`src/rtl/display_scan_controller_if.sv`:
```
// Result handshake between the calculator core and the display scan controller.
// Valid/ready: a result transfers on any rising edge where result_valid && result_ready;
// result_ready does not depend on result_valid, and result is only looked at while valid is high.
interface display_scan_controller_if;
    logic [6:0] result;
    logic       result_valid;
    logic       result_ready;

    modport master (output result, output result_valid, input result_ready);
    modport slave  (input result, input result_valid, output result_ready);
endinterface

```
`src/rtl/display_scan_controller.sv`:
```
// Multiplexed 3-digit scan (low hex, high hex, sign) with a one-entry result buffer
// that commits only at frame boundaries so a frame never shows two results.
module display_scan_controller #(
    parameter int CLK_DIV      = 50000,
    parameter int BLANK_CYCLES = 2
) (
    input  logic                      clk,
    input  logic                      reset_n,
    display_scan_controller_if.slave  res_if,
    input  logic                      blank_en,
    output logic [1:0]                digit,
    output logic [5:0]                display_value,
    output logic                      is_negative,
    output logic                      overflow,
    output logic [3:0]                anodes,
    output logic                      o_dbg_drive
);
    localparam int CNT_W = $clog2(CLK_DIV);

    typedef enum logic {SLOT_BLANK = 1'b0, SLOT_DRIVE = 1'b1} slot_state_t;

    slot_state_t      r_slot;
    logic [CNT_W-1:0] r_div_cnt;
    logic [1:0]       r_digit;
    logic             r_pend_valid;
    logic [5:0]       r_pend_mag;
    logic             r_pend_neg;
    logic             r_pend_ovf;
    logic [5:0]       r_display_value;
    logic             r_is_negative;
    logic             r_overflow;

    logic             w_wrap;
    logic             w_frame_end;
    logic             w_accept;
    logic [CNT_W-1:0] w_cnt_next;
    logic [6:0]       w_abs;
    logic             w_is_min;

    assign w_wrap      = (r_div_cnt == CNT_W'(CLK_DIV - 1));
    assign w_frame_end = w_wrap && (r_digit == 2'd2);
    assign w_accept    = res_if.result_valid && !r_pend_valid;
    assign w_cnt_next  = w_wrap ? '0 : r_div_cnt + 1'b1;
    // -64 has no positive 7-bit counterpart; it is saturated to 63 and flagged.
    assign w_abs       = res_if.result[6] ? (~res_if.result + 7'd1) : res_if.result;
    assign w_is_min    = (res_if.result == 7'b1000000);

    always_ff @(posedge clk) begin
        if (!reset_n) begin
            r_slot          <= SLOT_BLANK;
            r_div_cnt       <= '0;
            r_digit         <= 2'd0;
            r_pend_valid    <= 1'b0;
            r_pend_mag      <= 6'd0;
            r_pend_neg      <= 1'b0;
            r_pend_ovf      <= 1'b0;
            r_display_value <= 6'd0;
            r_is_negative   <= 1'b0;
            r_overflow      <= 1'b0;
        end else begin
            r_div_cnt <= w_cnt_next;
            r_slot    <= (w_cnt_next < CNT_W'(BLANK_CYCLES)) ? SLOT_BLANK : SLOT_DRIVE;
            if (w_wrap) begin
                r_digit <= (r_digit == 2'd2) ? 2'd0 : r_digit + 2'd1;
            end
            // Commit and accept are exclusive: accept needs an empty buffer, commit a full one.
            if (r_pend_valid && w_frame_end) begin
                r_display_value <= r_pend_mag;
                r_is_negative   <= r_pend_neg;
                r_overflow      <= r_pend_ovf;
                r_pend_valid    <= 1'b0;
            end else if (w_accept) begin
                r_pend_valid <= 1'b1;
                r_pend_neg   <= res_if.result[6];
                r_pend_mag   <= w_is_min ? 6'd63 : w_abs[5:0];
                r_pend_ovf   <= w_is_min;
            end
        end
    end

    always_comb begin
        anodes = 4'b1111;
        if (r_slot == SLOT_DRIVE && !blank_en) begin
            anodes[r_digit] = 1'b0;
        end
    end

    assign res_if.result_ready = !r_pend_valid;
    assign digit               = r_digit;
    assign display_value       = r_display_value;
    assign is_negative         = r_is_negative;
    assign overflow            = r_overflow;
    assign o_dbg_drive         = (r_slot == SLOT_DRIVE);
endmodule

```
`src/flat_wrapper.sv`:
```
// flat-port wrapper written by rule: the top's interface ports become plain ports
module display_scan_controller_flat 
#(
    parameter int CLK_DIV      = 50000,
    parameter int BLANK_CYCLES = 2
)
  (clk, reset_n, blank_en, digit, display_value, is_negative, overflow, anodes, o_dbg_drive, res_if_result, res_if_result_valid, res_if_result_ready);
  display_scan_controller_if res_if_i ();
  input  logic clk;
  input  logic reset_n;
  input  logic blank_en;
  output logic [1:0] digit;
  output logic [5:0] display_value;
  output logic is_negative;
  output logic overflow;
  output logic [3:0] anodes;
  output logic o_dbg_drive;
  input wire logic [$bits(res_if_i.result)-1:0] res_if_result;
  input wire logic [$bits(res_if_i.result_valid)-1:0] res_if_result_valid;
  output wire logic [$bits(res_if_i.result_ready)-1:0] res_if_result_ready;
  assign res_if_i.result = res_if_result;
  assign res_if_i.result_valid = res_if_result_valid;
  assign res_if_result_ready = res_if_i.result_ready;
  display_scan_controller #(.CLK_DIV(CLK_DIV), .BLANK_CYCLES(BLANK_CYCLES)) u_core (.clk(clk), .reset_n(reset_n), .res_if(res_if_i), .blank_en(blank_en), .digit(digit), .display_value(display_value), .is_negative(is_negative), .overflow(overflow), .anodes(anodes), .o_dbg_drive(o_dbg_drive));
endmodule
```
`config.mk`:
```
export PLATFORM = sky130hd
export DESIGN_NAME = display_scan_controller_flat
export DESIGN_NICKNAME = d
export VERILOG_FILES = /design/src/rtl/display_scan_controller_if.sv /design/src/rtl/display_scan_controller.sv /design/src/flat_wrapper.sv
export SDC_FILE = /design/constraint.sdc
export NUM_CORES = 1
export LEC_CHECK = 0
export ABC_AREA = 1
export BUFFER_PORTS_ARGS = -buffer_cell sky130_fd_sc_hd__clkbuf_2
export CAP_MARGIN = 40
export CORE_MARGIN = 3
export CORE_UTILIZATION = 45
export CTS_CLUSTER_SIZE = 8
export DETAILED_ROUTE_END_ITERATION = 12
export GPL_ROUTABILITY_DRIVEN = 0
export PLACE_DENSITY = 0.77
export SKIP_LAST_GASP = 1
export SLEW_MARGIN = 20
export SYNTH_ARGS = -nofsm -noshare
export SYNTH_HDL_FRONTEND = slang
export SYNTH_SLANG_ARGS = --single-unit
```
`constraint.sdc`:
```
create_clock -name clk -period 1.75 [get_ports clk]
set_clock_uncertainty 0.2 [all_clocks]
set_input_delay 0.35 -clock clk [delete_from_list [all_inputs] [get_ports clk]]
set_output_delay 0.35 -clock clk [all_outputs]
set_load 0.005 [all_outputs]
```
==> flow_summary_export.csv <==
group,metric,value,unit
outcome,outcome,"finished, violations left",
outcome,violations_in_the_final_reports,"setup timing",
pwr,irDropWorstVdd,656.9,uV
worst_setup_path,required,1.72,ns
pwr,clock_power_share,41.7,%
worst_setup_path,critPathArrivalTime,1.78,ns
pwr,power.share.switching,24.26,%
worst_setup_path,worst-path-stages,12,
placed_design,placement.cell_area,2148,sq um
floorplan,placementRows,22,
pwr,p_total,1.762,mW
timing,report.final.slew_viol_count,0,
worst_setup_path,worstSetupStartpointType,"flip-flop",
synthesis,synthesis.area,1863,sq um
final_layout,n_antenna_cell,0,
timing,post_route_setup_tns,-0.1604,ns
timing,slew-limit-headroom,68.85,%
final_layout,layout_commonest_cell,"nand2_1",
cts,max-clock-path-buffers,2,
floorplan,die_width,70.35,um
synthesis,synth_area_leader_cell,"dfxtp_1",
global_routing,globalRouteTotalUtil,19.30,%
route,post_drt_wl_per_cell,12.60,um
synthesis,synth-seq-cells,36,
final_layout,most_frequent_cells_in_the_layout,"nand2_1, nor2_1, inv_1, clkbuf_2, dfxtp_1",
route,dr.pass1.iters,5,
worst_setup_path,crit_fanout,3,
cts,cts_tree,"done",
timing,finalSetupViolCount,8,
cts,ctsRootBufferMaster,"clkbuf_8",
route,ant_nets,0,
synthesis,synth_sequential_area_ratio,38.68,%
floorplan,die_area,4948,sq um
timing,min_period_over_period,103.6,%
pwr,internal-power,1.334,mW
timing,rsz0062_at_grt,"yes",
global_routing,antenna_found_initial,0,
synthesis,ys_warn_count,0,
placed_design,hpwlAfterDp,3298,um
final_layout,nets,361,
worst_setup_path,timing.critical_path.mode_cell,"nor2_1",
worst_setup_path,timing.critical_path.cells,"ha_4, buf_6, nor2_4, nor2_1, nor2_1, nand3_1, nand2_1, nand2_1, nor2_1, nand2_1, nor2_1, nor2_1",
global_routing,grt_max_degree,20,
global_routing,grt_pass1_vias,1713,
placed_design,port_buffers,26,
synthesis,netlist-cell-type-count,24,
route,drcViolationCount,0,
cts,cts-hold-fix-buffers,0,
worst_setup_path,path_delay_family,"simple AND/OR/NAND/NOR gates",
floorplan,floorplan.initialDensity,48.69,%
route,drt_iter0_markers,183,
timing,hold_violations,0,
pwr,p_seq_share,48.8,%
final_layout,post_route_cells_drive_above_1_share,30.66,%
cts,clock_pin_slew_worst_setup_and_hold_paths,0.07,ns
worst_setup_path,max_stage_delay,0.34,ns
hold_path,hold_wc_path_type,"in -> reg",
global_routing,global_route.overflow_total,0,
final_layout,final_design_area_no_fill,2519,sq um
synthesis,synth_largest_type_area_fraction,38.68,%
placed_design,dp_slack,0.001496,ns
timing,fin_ws,-0.06359,ns
synthesis,synthesis.instances,291,
cts,cts_max_level,2,
final_layout,area_delta_synth_final,35.19,%
route,dr_total_vias,2046,
timing,max_freq,0.5514,GHz
cts,clock_insertion_delay_worst_skew,0.30,ns
hold_path,whs_path_depth,3,
synthesis,synth.net_count,304,
pwr,comb_power_share,9.5,%
timing,layout_min_cycle_time,1.814,ns
worst_setup_path,slowest_stage,"dfxtp_2",
timing,transition_time_at_the_pin_with_the_least_slew_margin,0.4668,ns
route,route.final.wire_length,5002,um
worst_setup_path,timing.critical_path.to_type,"flip-flop",
floorplan,design.core.area,3826,sq um
flow_run,max_cap_viol_count,0,
worst_setup_path,worstPathBufferInverterCount,1,
synthesis,postSynthAreaPerCell,6.402,sq um
synthesis,synth_area_leaders,"dfxtp_1, nor2_1, nand2_1",
pwr,leakage,1.237,nW
route,drt-vias-per-instance,5.154,
pwr,total_switching_power,427.3,uW
global_routing,grt_pass1_wl,7617,um
worst_setup_path,r2r.worst_path.cells,12,
cts,cts.sinks,36,
worst_setup_path,critPathKind,"reg -> reg",
floorplan,chipHeight,70.35,um
floorplan,design.portCount,27,
pwr,pwr_density_cell,699.5,nW/um^2
cts,cts_buffers,5,
==> cells in the mapped netlist <==
cell type	number
a21oi_1	5
nand3_2	1
nor2_4	1
inv_1	48
o211ai_1	3
o21ai_0	16
nor3_4	1
a211oi_1	1
nand2_1	63
nand2_2	3
nor2_1	64
nand4_1	7
inv_2	1
nor2_2	2
clkbuf_1	2
o21bai_1	2
clkinv_1	1
buf_2	2
ha_1	2
o221ai_1	3
nand3_1	22
nor3_1	2
xor2_1	3
dfxtp_1	36
==> logic make-up (layout without fill, tap and decap cells) <==
family                   Yosys count  count (layout)  synth area share, %
AO/OA/AOI/OAI                     30              30                9.469
XOR/XNOR                           3               3                1.411
adder cells (fa/ha/maj)            2               2                1.343
buffers and inverters             54             112                11.01
flip-flops                        36              36                38.68
AND/OR/NAND/NOR                  166             166                38.08
==> power by group through the flow <==
stage / Combinational [mW] / Sequential, mW / Clock [mW]
after floorplan: 0.0884 / 0.877 / 0
after global placement: 0.139 / 0.879 / 0
after detailed placement: 0.142 / 0.878 / 0
after CTS: 0.144 / 0.861 / 0.747
after global routing: 0.189 / 0.862 / 0.791
final: 0.168 / 0.860 / 0.734
==> worst register-to-register path: stages (launching register included) <==
cell and delay [ns]:
dfxtp_2 0.34, ha_4 0.18, buf_6 0.12, nor2_4 0.10, nor2_1 0.05, nor2_1 0.14
nand3_1 0.11, nand2_1 0.09, nand2_1 0.07, nor2_1 0.10, nand2_1 0.05, nor2_1 0.08
nor2_1 0.04
==> path summary, 6_finish.rpt <==
| check | from | end | slack, ns |
|---|---|---|---|
| setup / recovery | u_core.r_div_cnt[1] | u_core.o_dbg_drive | -0.06 |
| hold / removal | res_if_result_valid | u_core.r_pend_valid | 0.11 |
| setup reg to reg | u_core.r_div_cnt[1] | u_core.o_dbg_drive | -0.06 |
| hold reg to reg | u_core.r_pend_ovf | u_core.overflow | 0.26 |
==> routing by layer <==
metal	vias up	global-route usage (%)	part of all wire, %
li1	1028	-	-
met1	910	25.55	43
met2	92	29.31	49
met3	16	5.755	6.2
met4	0	7.447	2.4
met5	-	0	0
==> repair_timing <==
| item | CTS | global route |
|---|---|---|
| gates resized for setup | 4 | 59 |
| buffers inserted | 0 | 13 |
| endpoints found under the setup margin | 1 | 12 |
| cloned | 0 | 0 |
| pin swaps | 0 | 28 |
==> layout make-up <==
| cell class | instances | area, sq um |
|---|---|---|
| Clock buffer | 5 | 68.82 |
| Clock inverter | 3 | 42.54 |
| Fill cell | 311 | 1308 |
| Inverter | 50 | 187.7 |
| Multi-Input combinational cell | 201 | 1042 |
| Sequential cell | 36 | 750.7 |
| Tap cell | 48 | 60.06 |
| Timing Repair Buffer | 54 | 366.6 |
==> flip-flops by register name, indices dropped and copies added, names as in the netlist <==
name / count
u_core.r_div_cnt: 16
u_core.display_value: 6
u_core.r_pend_mag: 6
u_core.digit: 2
u_core.is_negative: 1
u_core.o_dbg_drive: 1
u_core.overflow: 1
u_core.r_pend_neg: 1
u_core.r_pend_ovf: 1
u_core.r_pend_valid: 1
==> stage by stage <==
step | hold slack (ns) | instances | util, %
3_3_place_gp | 0.2469 | 376 | 56.15
2_1_floorplan | 0.2296 | 291 | -
6_report | 0.1073 | 397 | 65.83
4_1_cts | 0.09777 | 384 | 59.29
5_1_grt | 0.1246 | 397 | 65.83
3_5_place_dp | 0.2581 | 376 | 56.15
No activity file was read; power rests on OpenSTA's default activity.
